**src/rtl/gb_apu_noise_ctrl_if.sv**
```systemverilog
// CPU register bus for the noise channel control block (NR41..NR44).
// Strobes, address and write data come from the CPU side; read data returns to it.
interface gb_apu_noise_ctrl_if;
    logic       cpu_wr;
    logic       cpu_rd;
    logic [7:0] cpu_addr;
    logic [7:0] cpu_wdata;
    logic [7:0] cpu_rdata;

    // A strobe is valid for exactly the one cycle it is high; the slave
    // always accepts it, so there is no ready signal. Read data is
    // registered and appears the cycle after cpu_rd.
    modport master (
        output cpu_wr,
        output cpu_rd,
        output cpu_addr,
        output cpu_wdata,
        input  cpu_rdata
    );

    modport slave (
        input  cpu_wr,
        input  cpu_rd,
        input  cpu_addr,
        input  cpu_wdata,
        output cpu_rdata
    );
endinterface

```
**src/rtl/gb_apu_noise_ctrl.sv**
```systemverilog
// Game Boy APU noise channel control: NR41..NR44 registers, trigger pulse and frame sequencer.
// Define GB_APU_NOISE_READBACK_EN to build the CPU readback path; otherwise cpu_rdata is 0xFF.
module gb_apu_noise_ctrl (
    input  logic                      clk,
    input  logic                      reset,
    input  logic                      div_tick,
    input  logic                      apu_power,
    gb_apu_noise_ctrl_if.slave        bus,
    output logic [5:0]                length,
    output logic [3:0]                initial_volume,
    output logic                      envelope_increasing,
    output logic [2:0]                num_envelope_sweeps,
    output logic [3:0]                shift_clock_freq,
    output logic                      counter_width,
    output logic [2:0]                freq_dividing_ratio,
    output logic                      single,
    output logic                      start,
    output logic                      clk_length_ctr,
    output logic                      clk_vol_env,
    output logic [2:0]                frame_step,
    output logic                      dac_enable,
    output logic [1:0]                trig_state
);

    localparam logic [7:0] ADDR_NR41 = 8'h20;
    localparam logic [7:0] ADDR_NR42 = 8'h21;
    localparam logic [7:0] ADDR_NR43 = 8'h22;
    localparam logic [7:0] ADDR_NR44 = 8'h23;

    typedef enum logic [1:0] {
        TRIG_IDLE    = 2'd0,
        TRIG_PULSE   = 2'd1,
        TRIG_PENDING = 2'd2
    } trig_state_t;

    trig_state_t state_q;
    logic [5:0]  nr41_q;
    logic [7:0]  nr42_q;
    logic [7:0]  nr43_q;
    logic        single_q;
    logic [2:0]  step_q;
    logic        start_q;
    logic        len_tick_q;
    logic        env_tick_q;

    logic        wr_en;
    logic [7:0]  nr42_next;
    logic        dac_next;
    logic        trig_req;
    logic [2:0]  step_next;

    assign wr_en     = bus.cpu_wr && apu_power;
    // The DAC check must see an NR42 value written in the same cycle.
    assign nr42_next = (wr_en && bus.cpu_addr == ADDR_NR42) ? bus.cpu_wdata : nr42_q;
    assign dac_next  = |nr42_next[7:3];
    assign trig_req  = wr_en && (bus.cpu_addr == ADDR_NR44) && bus.cpu_wdata[7] && dac_next;
    assign step_next = step_q + 3'd1;

    always_ff @(posedge clk) begin
        if (reset || !apu_power) begin
            nr41_q     <= 6'd0;
            nr42_q     <= 8'd0;
            nr43_q     <= 8'd0;
            single_q   <= 1'b0;
            step_q     <= 3'd0;
            len_tick_q <= 1'b0;
            env_tick_q <= 1'b0;
            start_q    <= 1'b0;
            state_q    <= TRIG_IDLE;
        end else begin
            if (wr_en) begin
                case (bus.cpu_addr)
                    ADDR_NR41: nr41_q   <= bus.cpu_wdata[5:0];
                    ADDR_NR42: nr42_q   <= bus.cpu_wdata;
                    ADDR_NR43: nr43_q   <= bus.cpu_wdata;
                    ADDR_NR44: single_q <= bus.cpu_wdata[6];
                    default:   ;
                endcase
            end

            // Tick pulses are registered, so they appear the cycle after div_tick.
            if (div_tick) begin
                step_q     <= step_next;
                len_tick_q <= ~step_next[0];
                env_tick_q <= (step_next == 3'd7);
            end else begin
                len_tick_q <= 1'b0;
                env_tick_q <= 1'b0;
            end

            // A request that lands during the pulse is deferred one gap cycle;
            // requests seen while already deferred fold into that one pulse.
            case (state_q)
                TRIG_IDLE: begin
                    if (trig_req) begin
                        state_q <= TRIG_PULSE;
                        start_q <= 1'b1;
                    end else begin
                        start_q <= 1'b0;
                    end
                end
                TRIG_PULSE: begin
                    start_q <= 1'b0;
                    state_q <= trig_req ? TRIG_PENDING : TRIG_IDLE;
                end
                TRIG_PENDING: begin
                    start_q <= 1'b1;
                    state_q <= TRIG_PULSE;
                end
                default: begin
                    start_q <= 1'b0;
                    state_q <= TRIG_IDLE;
                end
            endcase
        end
    end

`ifdef GB_APU_NOISE_READBACK_EN
    logic [7:0] rdata_q;

    // Reads sample the registers before any same-cycle write lands.
    always_ff @(posedge clk) begin
        if (reset) begin
            rdata_q <= 8'hFF;
        end else if (bus.cpu_rd) begin
            case (bus.cpu_addr)
                ADDR_NR41: rdata_q <= 8'hFF;
                ADDR_NR42: rdata_q <= nr42_q;
                ADDR_NR43: rdata_q <= nr43_q;
                ADDR_NR44: rdata_q <= {1'b1, single_q, 6'h3F};
                default:   rdata_q <= 8'hFF;
            endcase
        end
    end

    assign bus.cpu_rdata = rdata_q;
`else
    logic unused_rd;
    assign unused_rd     = bus.cpu_rd;
    assign bus.cpu_rdata = 8'hFF;
`endif

    assign length              = nr41_q;
    assign initial_volume      = nr42_q[7:4];
    assign envelope_increasing = nr42_q[3];
    assign num_envelope_sweeps = nr42_q[2:0];
    assign shift_clock_freq    = nr43_q[7:4];
    assign counter_width       = nr43_q[3];
    assign freq_dividing_ratio = nr43_q[2:0];
    assign single              = single_q;
    assign start               = start_q;
    assign clk_length_ctr      = len_tick_q;
    assign clk_vol_env         = env_tick_q;
    assign frame_step          = step_q;
    assign dac_enable          = |nr42_q[7:3];
    assign trig_state          = state_q;

endmodule

```
**src/flat_wrapper.sv**
```systemverilog
// flat-port wrapper written by rule: the top's interface ports become plain ports
module gb_apu_noise_ctrl_flat 
  (clk, reset, div_tick, apu_power, length, initial_volume, envelope_increasing, num_envelope_sweeps, shift_clock_freq, counter_width, freq_dividing_ratio, single, start, clk_length_ctr, clk_vol_env, frame_step, dac_enable, trig_state, bus_cpu_wr, bus_cpu_rd, bus_cpu_addr, bus_cpu_wdata, bus_cpu_rdata);
  gb_apu_noise_ctrl_if bus_i ();
  input  logic clk;
  input  logic reset;
  input  logic div_tick;
  input  logic apu_power;
  output logic [5:0] length;
  output logic [3:0] initial_volume;
  output logic envelope_increasing;
  output logic [2:0] num_envelope_sweeps;
  output logic [3:0] shift_clock_freq;
  output logic counter_width;
  output logic [2:0] freq_dividing_ratio;
  output logic single;
  output logic start;
  output logic clk_length_ctr;
  output logic clk_vol_env;
  output logic [2:0] frame_step;
  output logic dac_enable;
  output logic [1:0] trig_state;
  input wire logic [$bits(bus_i.cpu_wr)-1:0] bus_cpu_wr;
  input wire logic [$bits(bus_i.cpu_rd)-1:0] bus_cpu_rd;
  input wire logic [$bits(bus_i.cpu_addr)-1:0] bus_cpu_addr;
  input wire logic [$bits(bus_i.cpu_wdata)-1:0] bus_cpu_wdata;
  output wire logic [$bits(bus_i.cpu_rdata)-1:0] bus_cpu_rdata;
  assign bus_i.cpu_wr = bus_cpu_wr;
  assign bus_i.cpu_rd = bus_cpu_rd;
  assign bus_i.cpu_addr = bus_cpu_addr;
  assign bus_i.cpu_wdata = bus_cpu_wdata;
  assign bus_cpu_rdata = bus_i.cpu_rdata;
  gb_apu_noise_ctrl u_core (.clk(clk), .reset(reset), .div_tick(div_tick), .apu_power(apu_power), .bus(bus_i), .length(length), .initial_volume(initial_volume), .envelope_increasing(envelope_increasing), .num_envelope_sweeps(num_envelope_sweeps), .shift_clock_freq(shift_clock_freq), .counter_width(counter_width), .freq_dividing_ratio(freq_dividing_ratio), .single(single), .start(start), .clk_length_ctr(clk_length_ctr), .clk_vol_env(clk_vol_env), .frame_step(frame_step), .dac_enable(dac_enable), .trig_state(trig_state));
endmodule
```
**config.mk**
```make
export PLATFORM = sky130hd
export DESIGN_NAME = gb_apu_noise_ctrl_flat
export DESIGN_NICKNAME = d
export VERILOG_FILES = /design/src/rtl/gb_apu_noise_ctrl_if.sv /design/src/rtl/gb_apu_noise_ctrl.sv /design/src/flat_wrapper.sv
export SDC_FILE = /design/constraint.sdc
export NUM_CORES = 1
export LEC_CHECK = 0
export BUFFER_PORTS_ARGS = -buffer_cell sky130_fd_sc_hd__buf_2
export CORE_MARGIN = 1.5
export CORE_UTILIZATION = 50
export CTS_BUF_LIST = sky130_fd_sc_hd__clkbuf_8
export CTS_CLUSTER_DIAMETER = 30
export CTS_CLUSTER_SIZE = 20
export DETAILED_ROUTE_END_ITERATION = 12
export MAX_ROUTING_LAYER = met4
export PLACE_DENSITY = 0.85
export SYNTH_ARGS = -nofsm -noshare
export SYNTH_HDL_FRONTEND = slang
export SYNTH_SLANG_ARGS = --single-unit
```
**constraint.sdc**
```tcl
create_clock -name clk -period 2.5 [get_ports clk]
set_clock_uncertainty 0.15 [all_clocks]
set_input_delay 0.125 -clock clk [delete_from_list [all_inputs] [get_ports clk]]
set_output_delay 0.125 -clock clk [all_outputs]
set_load 0.01 [all_outputs]
```
==> results.yml <==
run_status:
  outcome: "finished, final reports clean"
final_layout:
  fin_nets: 213
  drive_above_1_share_pct: 34.9
  multi_input_area_um2: 611
  regArea_um2: 621
  layout_commonest_cell: "buf_2"
  mostFrequentLayoutCells: "buf_2, nand2_1, dfxtp_1, mux2i_1, conb_1"
  num_antenna_cells: 0
  nFillCells: 222
  area_growth_pct: 27.7
pwr:
  p_per_area_nw_per_um2: 560
  power_switching_share_pct: 21.3
  power.internal_uw: 737
  netSwitchingPower_uw: 200
  vdd_drop_max_uv: 498
  power.total_uw: 937
  pwr-share-seq_pct: 53.1
  p_leak_nw: 0.866
  p_comb_share_pct: 6.2
  pwr-share-clk_pct: 40.6
routing:
  ant_nets: 0
  wire_per_inst_um: 11.9
  route.detailed.drc: 0
  viasPerCell: 4.88
  routed_wl_mm: 2.61
  drt_iter0_drc: 5
  drt-pass1-iter-count: 4
  vias: 1069
timing:
  hold_violations: 0
  setup_violations: 0
  setup_ws_ps: 650
  rsz0062_at_grt: "false"
  worst_pin_slew_ps: 639
  maxSlewViolCount: 0
  fin_hold_ws_ps: 7.16
  period_needed_ps: 1850
  clock.fmax_mhz: 541
  timing.final.crit_share_pct: 74.0
  relSlewSlack_pct: 57.1
  tns_ps: 0
floorplanning:
  io_pins: 62
  core_area_um2: 2480
  die_h_um: 54.2
  rows: 18
  die_area_um2: 2930
  fp.dieW_um: 54.2
  initial_core_util_pct: 52.8
synth:
  syn_inst: 132
  ys_async_sr_fraction_pct: 0
  yosys_most_used_dff: "dfxtp_1"
  synth-seq-cells: 31
  synth_edf_count: 0
  syn_avg_cell_area_um2: 9.91
  syn_area_um2: 1310
  synthDistinctLibCells: 29
  yosysSeqAreaShare_pct: 47.4
  ys_warn_count: 0
global_route:
  antenna_found_initial: 0
  grt_max_degree: 37
  first_global_vias: 954
  grt.total_usage_pct: 20.4
  grt_pass1_wl_mm: 4.14
  grt.overflow.total: 0
worst_setup_path:
  r2r-start: "u_core.nr42_q[3]"
  cp.arrival_ps: 1570
  crit_required_ps: 2230
  crit_type: "flop to output pin"
  crit_path_start_kind: "flop"
  crit_start: "u_core.nr42_q[3]"
  path_max_fanout: 3
  end_kind: "output pin"
cts:
  clockBufferDepth: 2
  clkTransAtPathRegs_ps: 60
  cts_tree: "yes"
  cts_setup_buffers: 0
  h-tree-depth: 2
  clock_sinks: 31
  clk_latency_ps: 270
  root_buffer: "clkbuf_8"
  numCtsBuffers: 5
worst_hold_path:
  hold_class: "input pin to flop"
  hp-start: "bus_cpu_wdata[4]"
place:
  dp_slack_ps: 732
  dp_hpwl_mm: 1.96
  port_buffers: 52
  place.gp.congestion: 0.652
flow_run:
  drv_cap: 0
## routing by layer
metal | GRT usage (%) | wire length, um | up-vias | share of wire, %
met4 | 7.50 | 42 | 0 | 1.6
met5 | - | 0 | - | 0
li1 | - | - | 537 | -
met3 | 5.83 | 171 | 7 | 6.6
met1 | 23.1 | 1110 | 486 | 43
met2 | 33.9 | 1280 | 39 | 49
## critical path, stage by stage (launching register included)
cell and delay, ps:
dfxtp_1 330, or4_4 550, or2_2 280, buf_2 140
## synth_stat cells (all sizes together) (2+ instances only)
cell type	count	area, um^2
nand2	32	120
dfxtp	31	621
mux2i	23	230
buf	14	98.8
nor2	5	18.8
nand3	3	20.0
ha	2	25.0
inv	2	7.51
o21ai	2	10.0
xnor2	2	17.5
## sequential cells by signal, indices dropped and copies added (netlist names), 2 cells and up
register and flops:
u_core.nr42_q 8, u_core.length 6, u_core.trig_state 2, u_core.frame_step 3, u_core.nr43_q 8
## layout make-up
type / count / share of cell area, %
clock inverter: 1 / 0.299
clock buffer: 6 / 4.94
multi-input combinational: 92 / 36.5
timing repair buffer: 57 / 18.4
inverter: 2 / 0.449
tap: 30 / 2.25
sequential: 31 / 37.1
## what timing repair did
action	in CTS	in global routing
gates resized for setup	0	0
hold buffers	4	0
hold endpoints to repair	7	0
## logic make-up after synthesis
group           share of synthesized area [%]
compound gates                           2.58
xor+xnor                                 2.01
fa+ha+maj                                1.91
buf+inv                                  8.13
flops                                    47.4
mux                                      17.6
other cells                             0.287
simple gates                             20.1
## final timing paths
| kind | end | slack (ps) | cells after the start |
|---|---|---|---|
| worst max-delay path | dac_enable | 650 | 3 |
| worst min-delay path | u_core.nr43_q[4] | 7 | 3 |
| worst max register to register | u_core.trig_state[0] | 1000 | 3 |
| worst min register to register | u_core.nr43_q[0] | 310 | 2 |
## metrics by stage
step                      std cells  area (um^2)  utilization, %
after floorplan                 139         1340               -
after global placement          208         1540            62.3
after detailed placement        208         1540            62.3
after CTS                       219         1670            67.5
after global routing            219         1670            67.5
final                           219         1670            67.5
## power groups by stage
stage / logic (mW) / clock network [mW] / registers (mW)
floorplan: 0.0371 / 0 / 0.509
global placement: 0.0508 / 0 / 0.509
detailed placement: 0.0532 / 0 / 0.509
CTS: 0.0581 / 0.388 / 0.498
global route: 0.0654 / 0.410 / 0.498
finish: 0.0582 / 0.381 / 0.498
Note: power is estimated with default switching activity, not from simulation.
